==> src/rtl/sar_search.sv <==
// Successive-approximation search engine: drives probe values into an external
// magnitude comparator and resolves the N-bit target from its e/g/l flags.
module sar_search #(
  parameter int N       = 4,
  parameter int CMP_LAT = 0
) (
  input  logic         clk,
  input  logic         rst,
  input  logic         start,
  input  logic         cmp_e,
  input  logic         cmp_g,
  input  logic         cmp_l,
  output logic [N-1:0] probe,
  output logic         busy,
  output logic         done,
  output logic [N-1:0] result,
  output logic         found
);

  localparam int BW = (N > 1) ? $clog2(N) : 1;
  localparam int WW = ($clog2(CMP_LAT + 1) > 1) ? $clog2(CMP_LAT + 1) : 1;
  localparam logic [N-1:0] ONE = N'(1);

  typedef enum logic [1:0] {S_IDLE, S_WAIT, S_DONE} state_t;

  state_t        state_q, state_d;
  logic [N-1:0]  probe_q, probe_d;
  logic [N-1:0]  acc_q, acc_d, acc_upd;
  logic [N-1:0]  result_q, result_d;
  logic [N-1:0]  next_mask;
  logic [BW-1:0] bit_q, bit_d;
  logic [WW-1:0] wcnt_q, wcnt_d;
  logic          found_q, found_d;

  always_ff @(posedge clk) begin
    if (rst) begin
      state_q  <= S_IDLE;
      probe_q  <= '0;
      acc_q    <= '0;
      result_q <= '0;
      bit_q    <= '0;
      wcnt_q   <= '0;
      found_q  <= 1'b0;
    end else begin
      state_q  <= state_d;
      probe_q  <= probe_d;
      acc_q    <= acc_d;
      result_q <= result_d;
      bit_q    <= bit_d;
      wcnt_q   <= wcnt_d;
      found_q  <= found_d;
    end
  end

  always_comb begin
    state_d  = state_q;
    probe_d  = probe_q;
    acc_d    = acc_q;
    result_d = result_q;
    bit_d    = bit_q;
    wcnt_d   = wcnt_q;
    found_d  = found_q;
    // Only cmp_g keeps the trial bit; cmp_l and "no flag" both drop it.
    acc_upd   = cmp_g ? probe_q : acc_q;
    next_mask = ONE << (bit_q - BW'(1));

    case (state_q)
      S_IDLE: begin
        if (start) begin
          acc_d   = '0;
          bit_d   = BW'(N - 1);
          probe_d = ONE << (N - 1);
          wcnt_d  = WW'(CMP_LAT);
          state_d = S_WAIT;
        end
      end
      S_WAIT: begin
        if (wcnt_q != '0) begin
          wcnt_d = wcnt_q - 1'b1;
        end else if (cmp_e) begin
          result_d = probe_q;
          found_d  = 1'b1;
          state_d  = S_DONE;
        end else begin
          acc_d = acc_upd;
          if (bit_q == '0) begin
            result_d = acc_upd;
            found_d  = 1'b0;
            state_d  = S_DONE;
          end else begin
            bit_d   = bit_q - 1'b1;
            probe_d = acc_upd | next_mask;
            wcnt_d  = WW'(CMP_LAT);
          end
        end
      end
      S_DONE:  state_d = S_IDLE;
      default: state_d = S_IDLE;
    endcase
  end

  assign probe  = probe_q;
  assign result = result_q;
  assign found  = found_q;
  assign busy   = (state_q == S_WAIT);
  assign done   = (state_q == S_DONE);

endmodule

==> config.mk <==
export PLATFORM = sky130hd
export DESIGN_NAME = sar_search
export DESIGN_NICKNAME = d
export VERILOG_FILES = /design/src/rtl/sar_search.sv
export SDC_FILE = /design/constraint.sdc
export NUM_CORES = 1
export LEC_CHECK = 0
export BUFFER_PORTS_ARGS = -buffer_cell sky130_fd_sc_hd__buf_2
export CAP_MARGIN = 10
export CELL_PAD_IN_SITES_DETAIL_PLACEMENT = 1
export CELL_PAD_IN_SITES_GLOBAL_PLACEMENT = 1
export CORE_ASPECT_RATIO = 1.25
export CORE_UTILIZATION = 41
export CTS_CLUSTER_SIZE = 14
export DETAILED_ROUTE_END_ITERATION = 16
export GPL_TIMING_DRIVEN = 0
export HOLD_SLACK_MARGIN = 0.06
export PLACE_DENSITY = 0.92
export SYNTH_ARGS = -nofsm -noshare
export SYNTH_HDL_FRONTEND = slang
export SYNTH_SLANG_ARGS = --single-unit
==> constraint.sdc <==
create_clock -name clk -period 2.6 [get_ports clk]
set_input_delay 0.13 -clock clk [delete_from_list [all_inputs] [get_ports clk]]
set_output_delay 0.13 -clock clk [all_outputs]
set_load 0.01 [all_outputs]
==> flow_metrics.env, run 1 <==
export IMPL_avgSynthCellArea_um2=8.71
export IMPL_worstSkewPairLatency_ns=0.29
export IMPL_grt_pass1_vias=713
export IMPL_antenna_left=0
export IMPL_wl_per_cell_um=13.8
export IMPL_num_vias=722
export IMPL_die_area_mm2=0.00225
export IMPL_pwr_share_seq=0.543
export IMPL_port_buffers=13
export IMPL_start_kind="flop"
export IMPL_p_sw_frac=0.290
export IMPL_drt_iter0_markers=8
export IMPL_final_cell_mix="nor2_1 (18), dfxtp_1 (17), buf_2 (14)"
export IMPL_grt_use_total=0.195
export IMPL_ir_worst_vdd_mv=0.313
export IMPL_fin_tns_setup_ns=0
export IMPL_drv_cap=0
export IMPL_r2r_cells=6
export IMPL_drive_above_1_share=0.211
export IMPL_synth_seq_cells=17
export IMPL_cts_hold_buf=0
export IMPL_status="finished, final reports clean"
export IMPL_crit_arrival_ns=1.91
export IMPL_core_mm2=0.00196
export IMPL_dpl_cell_area_um2=935
export IMPL_grt_antenna_before_repair=0
export IMPL_cts_sinks=17
export IMPL_netlist_instances=97
export IMPL_r2r_start="bit_q[0]"
export IMPL_crit_end="probe[2]"
export IMPL_place_inst=130
export IMPL_finalHoldViolations=0
export IMPL_drc_errors=0
export IMPL_rows=18
export IMPL_fin_area_um2=961
export IMPL_hp_class="in -> reg"
export IMPL_final_common_cell="nor2_1"
export IMPL_path_depth=6
export IMPL_drt_total_wl_um=1850
export IMPL_cts_resized=0
export IMPL_gr_usage_met3=0.0414
export IMPL_die_w_um=42.6
export IMPL_grt_util_met2=0.326
export IMPL_grt_busiest_layer="met2"
export IMPL_fmax_mhz=578
export IMPL_power_density_mw_per_mm2=535
export IMPL_cp_slowest_stage_delay_ns=0.39
export IMPL_r2r_end="probe[2]"
export IMPL_antennaDiodeCount=0
export IMPL_nets=125
export IMPL_yosys_warnings=0
export IMPL_avgViaCountPerCell=5.39
export IMPL_reg2reg_slack_ns=0.87
export IMPL_p_leak_nw=0.435
export IMPL_htree_levels=1
export IMPL_worstMarginPinSlew_ns=0.467
export IMPL_path_max_fanout=9
export IMPL_power_switching_mw=0.149
export IMPL_holdWs_ns=0.203
export IMPL_end_kind="flop"
export IMPL_seq_area_frac_synth=0.403
export IMPL_drv_slew=0
export IMPL_setup_violations_final=0
export IMPL_post_route_period_util=0.665
export IMPL_cp_cell_sequence="inv_1 > ha_1 > or2_1 > o22ai_4 > mux2i_1 > nor2_1"
export IMPL_postSynth_asyncResetShare=0
export IMPL_finalCriticalPeriod_ns=1.73
export IMPL_place_hpwl_um=1380
export IMPL_critical_path_startpoint="bit_q[0]"
export IMPL_ys_flop_type="dfxtp_1"
export IMPL_rsz0062_at_grt="no"
export IMPL_worst_path_buf_inv=1
export IMPL_cts_tree="yes"
export IMPL_fin_worst_skew_ns=0.00576
export IMPL_clock_path_buffers=2
export IMPL_syn_area_um2=845
export IMPL_grt_max_degree=11
export IMPL_cts_setup_buffers=0
export IMPL_synth_enable_flop_cells=0
export IMPL_power_frac_comb=0.174
export IMPL_setup_slack_ns=0.870
export IMPL_die_height_um=52.7
export IMPL_pre_cts_ws_ns=0.868
export IMPL_crit_required_ns=2.78
export IMPL_p_int_mw=0.365
export IMPL_slew_headroom=0.688
export IMPL_met1_usage=0.222
export IMPL_grt_pass1_wl_um=3130
export IMPL_clkPwrFrac=0.284
export IMPL_clkTransAtPathRegs_ns=0.10
export IMPL_netlist_cell_type_count=26
export IMPL_area_growth_pct=13.8
export IMPL_io_pins=17
export IMPL_fin_cells=134
export IMPL_crit_type="reg -> reg"
export IMPL_syn_num_nets=107
export IMPL_slowest_stage="dfxtp_1"
export IMPL_cts_buffers=3
export IMPL_path_delay_family="flip-flops"
export IMPL_routabilityCongestion=0.734
export IMPL_start_util=0.431
export IMPL_grt_overflow_total=0
export IMPL_clockRootBuffer="clkbuf_4"
export IMPL_dr_pass1_iters=4
==> sequential cells by signal, indices dropped and copies added, names as in the netlist <==
signal   cells
found        1
state_q      2
acc_q        4
result       4
bit_q        2
probe        4
==> area by class of cell <==
class                           instances  area (µm²)
Sequential cell                        17         340
Fill cell                             243         998
Tap cell                               20        25.0
Buffer                                  5        23.8
Clock buffer                            4        26.3
Timing Repair Buffer                   13        65.1
Inverter                                6        22.5
Multi-Input combinational cell         69         458
==> how the worst min path moves through the flow <==
stage / slack [ns] / from / depth (start not counted) / endpoint
floorplan: 0.42 / rst / 2 / acc_q[2]
global placement: 0.44 / result[3] / 2 / result[3]
detailed placement: 0.46 / result[3] / 2 / result[3]
CTS: 0.20 / rst / 2 / acc_q[2]
global route: 0.21 / rst / 2 / acc_q[2]
finish: 0.20 / rst / 2 / acc_q[2]
==> cells in the mapped netlist (2+ instances only) <==
cell,count,share of area
clkbuf_1,2,0.0089
ha_1,4,0.059
nand2b_1,4,0.030
mux2i_1,12,0.14
a21oi_1,6,0.036
o21ai_0,4,0.024
dfxtp_1,17,0.40
nand2_1,7,0.031
inv_1,5,0.022
nor2_1,18,0.080
nor3_1,2,0.012
nor2b_1,2,0.015
==> through the flow <==
stage	util	power (mW)
6_report	0.490	0.514
4_1_cts	0.490	0.519
2_1_floorplan	-	0.351
3_3_place_gp	0.477	0.371
5_1_grt	0.490	0.545
3_5_place_dp	0.477	0.375
==> power groups by stage <==
stage | Clock, mW | Combinational [mW] | Sequential [mW]
finish | 0.146 | 0.0894 | 0.279
global route | 0.164 | 0.0992 | 0.281
CTS | 0.148 | 0.0912 | 0.279
detailed placement | 0 | 0.0899 | 0.285
global placement | 0 | 0.0871 | 0.284
floorplan | 0 | 0.0665 | 0.285
==> cell families (layout without fill, tap and decap cells) <==
logic type,count (synthesis),count (layout),share of synthesized area
and+or+nand+nor,35,35,0.182
adders and majority gates,4,4,0.0593
buffers and inverters,11,28,0.0548
DFF,17,17,0.403
muxes,12,12,0.142
AOI/OAI and AO/OA,18,18,0.159
==> worst register-to-register path, delay by kind of cell, from the launching register on <==
family / cells / cell delay, ns
multiplexers: 1 / 0.24
adder cells (fa/ha/maj): 1 / 0.24
flip-flops: 1 / 0.39
AND/OR/NAND/NOR: 2 / 0.33
buffers and inverters: 1 / 0.11
AO/OA/AOI/OAI: 1 / 0.31
==> routing by layer <==
metal / share of wire / routed length, µm
met3: 0.031 / 58
met4: 0.022 / 40
met5: 0 / 0
met1: 0.45 / 822
met2: 0.50 / 924
No activity file was read; power rests on OpenSTA's default activity.
==> run 2, diff against run 1 <==
- CORE_UTILIZATION: 41 -> 39
- PLACE_DENSITY: 0.92 -> 0.88
- clock period: 2.6 -> 1.8 ns (I/O delays scaled with it)
==> flow_metrics.env, run 2 (synthesized netlist as in run 1, its figures left out) <==
export IMPL_slowest_stage="dfxtp_2"
export IMPL_core_mm2=0.00200
export IMPL_hp_class="in -> reg"
export IMPL_fin_tns_setup_ns=0
export IMPL_r2r_start="bit_q[0]"
export IMPL_grt_max_degree=11
export IMPL_wl_per_cell_um=14.4
export IMPL_crit_required_ns=1.98
export IMPL_crit_type="reg -> reg"
export IMPL_clkTransAtPathRegs_ns=0.10
export IMPL_antenna_left=0
export IMPL_die_height_um=54.0
export IMPL_avgViaCountPerCell=5.32
export IMPL_grt_pass1_vias=699
export IMPL_rsz0062_at_grt="no"
export IMPL_dr_pass1_iters=9
export IMPL_crit_arrival_ns=1.88
export IMPL_ir_worst_vdd_mv=0.453
export IMPL_drv_cap=0
export IMPL_routabilityCongestion=0.717
export IMPL_start_util=0.421
export IMPL_port_buffers=13
export IMPL_start_kind="flop"
export IMPL_grt_use_total=0.188
export IMPL_num_fill_cells=257
export IMPL_grt_overflow_total=0
export IMPL_cpMostUsedCell="buf_4"
export IMPL_drv_slew=0
export IMPL_setup_violations_final=0
export IMPL_cts_hold_buf=0
export IMPL_cts_tree="yes"
export IMPL_finalCriticalPeriod_ns=1.70
export IMPL_hp_start="rst"
export IMPL_p_leak_nw=0.446
export IMPL_die_area_mm2=0.00236
export IMPL_final_cell_mix="nor2_1 (18), dfxtp_1 (15), buf_2 (14)"
export IMPL_drt_iter0_markers=5
export IMPL_hold_path_endpoint="acc_q[2]"
export IMPL_violations="DRC"
export IMPL_holdPathStages=2
export IMPL_worstMarginPinSlew_ns=0.473
export IMPL_finalHoldViolations=0
export IMPL_area_growth_pct=15.9
export IMPL_fmax_mhz=588
export IMPL_fin_worst_skew_ns=0.00318
export IMPL_end_kind="flop"
export IMPL_path_max_fanout=6
export IMPL_drt_total_wl_um=1960
export IMPL_r2r_cells=7
export IMPL_utilization=0.488
export IMPL_power_mw=0.757
export IMPL_htree_levels=1
export IMPL_num_vias=724
export IMPL_cp_slowest_stage_delay_ns=0.37
export IMPL_r2r_end="probe[3]"
export IMPL_nets=127
export IMPL_die_w_um=43.6
export IMPL_cp_cell_sequence="inv_1 > ha_1 > or2_1 > o22ai_4 > buf_4 > buf_4 > a211oi_2"
export IMPL_slew_headroom=0.684
export IMPL_final_common_cell="nor2_1"
export IMPL_worstSkewPairLatency_ns=0.30
export IMPL_place_hpwl_um=1500
export IMPL_cts_sinks=17
export IMPL_status="complete, but fails checks"
export IMPL_drive_above_1_share=0.241
export IMPL_power_density_mw_per_mm2=774
export IMPL_clock_path_buffers=2
export IMPL_grt_pass1_wl_um=3150
export IMPL_grt_antenna_before_repair=0
export IMPL_rows=18
export IMPL_post_route_period_util=0.944
export IMPL_cts_buffers=3
export IMPL_reg2reg_slack_ns=0.10
export IMPL_antennaDiodeCount=0
export IMPL_drc_errors=2
export IMPL_io_pins=17
export IMPL_clockRootBuffer="clkbuf_4"
run 2: changes by cell type in the layout (fill, tap and decap cells not counted), sizes merged:
cell	change
buf	+2
run 2: worst max-delay path by stage:
stage / from / to / slack, ns / cells past startpoint
2_1_floorplan: bit_q[0] / probe[0] / 0.27 / 6
3_3_place_gp: bit_q[0] / probe[2] / 0.12 / 6
3_5_place_dp: bit_q[0] / bit_q[1] / 0.04 / 6
4_1_cts: bit_q[0] / bit_q[1] / 0.03 / 6
5_1_grt: bit_q[0] / probe[3] / 0.005 / 7
6_report: bit_q[0] / probe[3] / 0.10 / 7
run 2: metal layers:
metal | GRT usage | wire (µm) | vias up | share of wire
li1 | - | - | 361 | -
met1 | 0.209 | 835 | 346 | 0.43
met2 | 0.336 | 1040 | 12 | 0.53
met3 | 0.0302 | 41 | 5 | 0.021
met4 | 0.109 | 43 | 0 | 0.022
met5 | 0 | 0 | - | 0
run 2: timing repair:
| item | 4_1_cts | 5_1_grt |
|---|---|---|
| pin swaps | 1 | 1 |
| cloned | 0 | 0 |
| endpoints found under the setup margin | 1 | 5 |
| gates resized for setup | 0 | 4 |
| setup buffers | 0 | 2 |
| endpoints found under the hold margin | 0 | 0 |
run 2: stage by stage:
stage	cell area (µm²)	setup slack [ns]	std cells	hold slack, ns
2_1_floorplan	845	0.273	97	0.380
3_3_place_gp	935	0.122	130	0.437
3_5_place_dp	935	0.0430	130	0.447
4_1_cts	961	0.0254	134	0.154
5_1_grt	978	0.00507	136	0.163
6_report	978	0.100	136	0.147
run 2: final cells by class:
cell class | count | area (µm²) | area share
plain buffers | 5 | 23.8 | 0.0243
well taps | 20 | 25.0 | 0.0256
flip-flops and latches | 17 | 343 | 0.350
clock buffers | 4 | 26.3 | 0.0269
repair buffers | 15 | 80.1 | 0.0818
multi-input cells | 69 | 458 | 0.468
inverters | 6 | 22.5 | 0.0230
run 2: worst max-delay path: cells and delay by family, from the launching register on:
family	cells	cell delay, ns
compound gates	2	0.32
fa+ha+maj	1	0.24
buf+inv	3	0.39
flops	1	0.37
simple gates	1	0.27
run 2: power breakdown:
group / switching, mW / internal [mW]
sequential: 0.0132 / 0.391
clock: 0.126 / 0.0865
combinational: 0.0827 / 0.0581
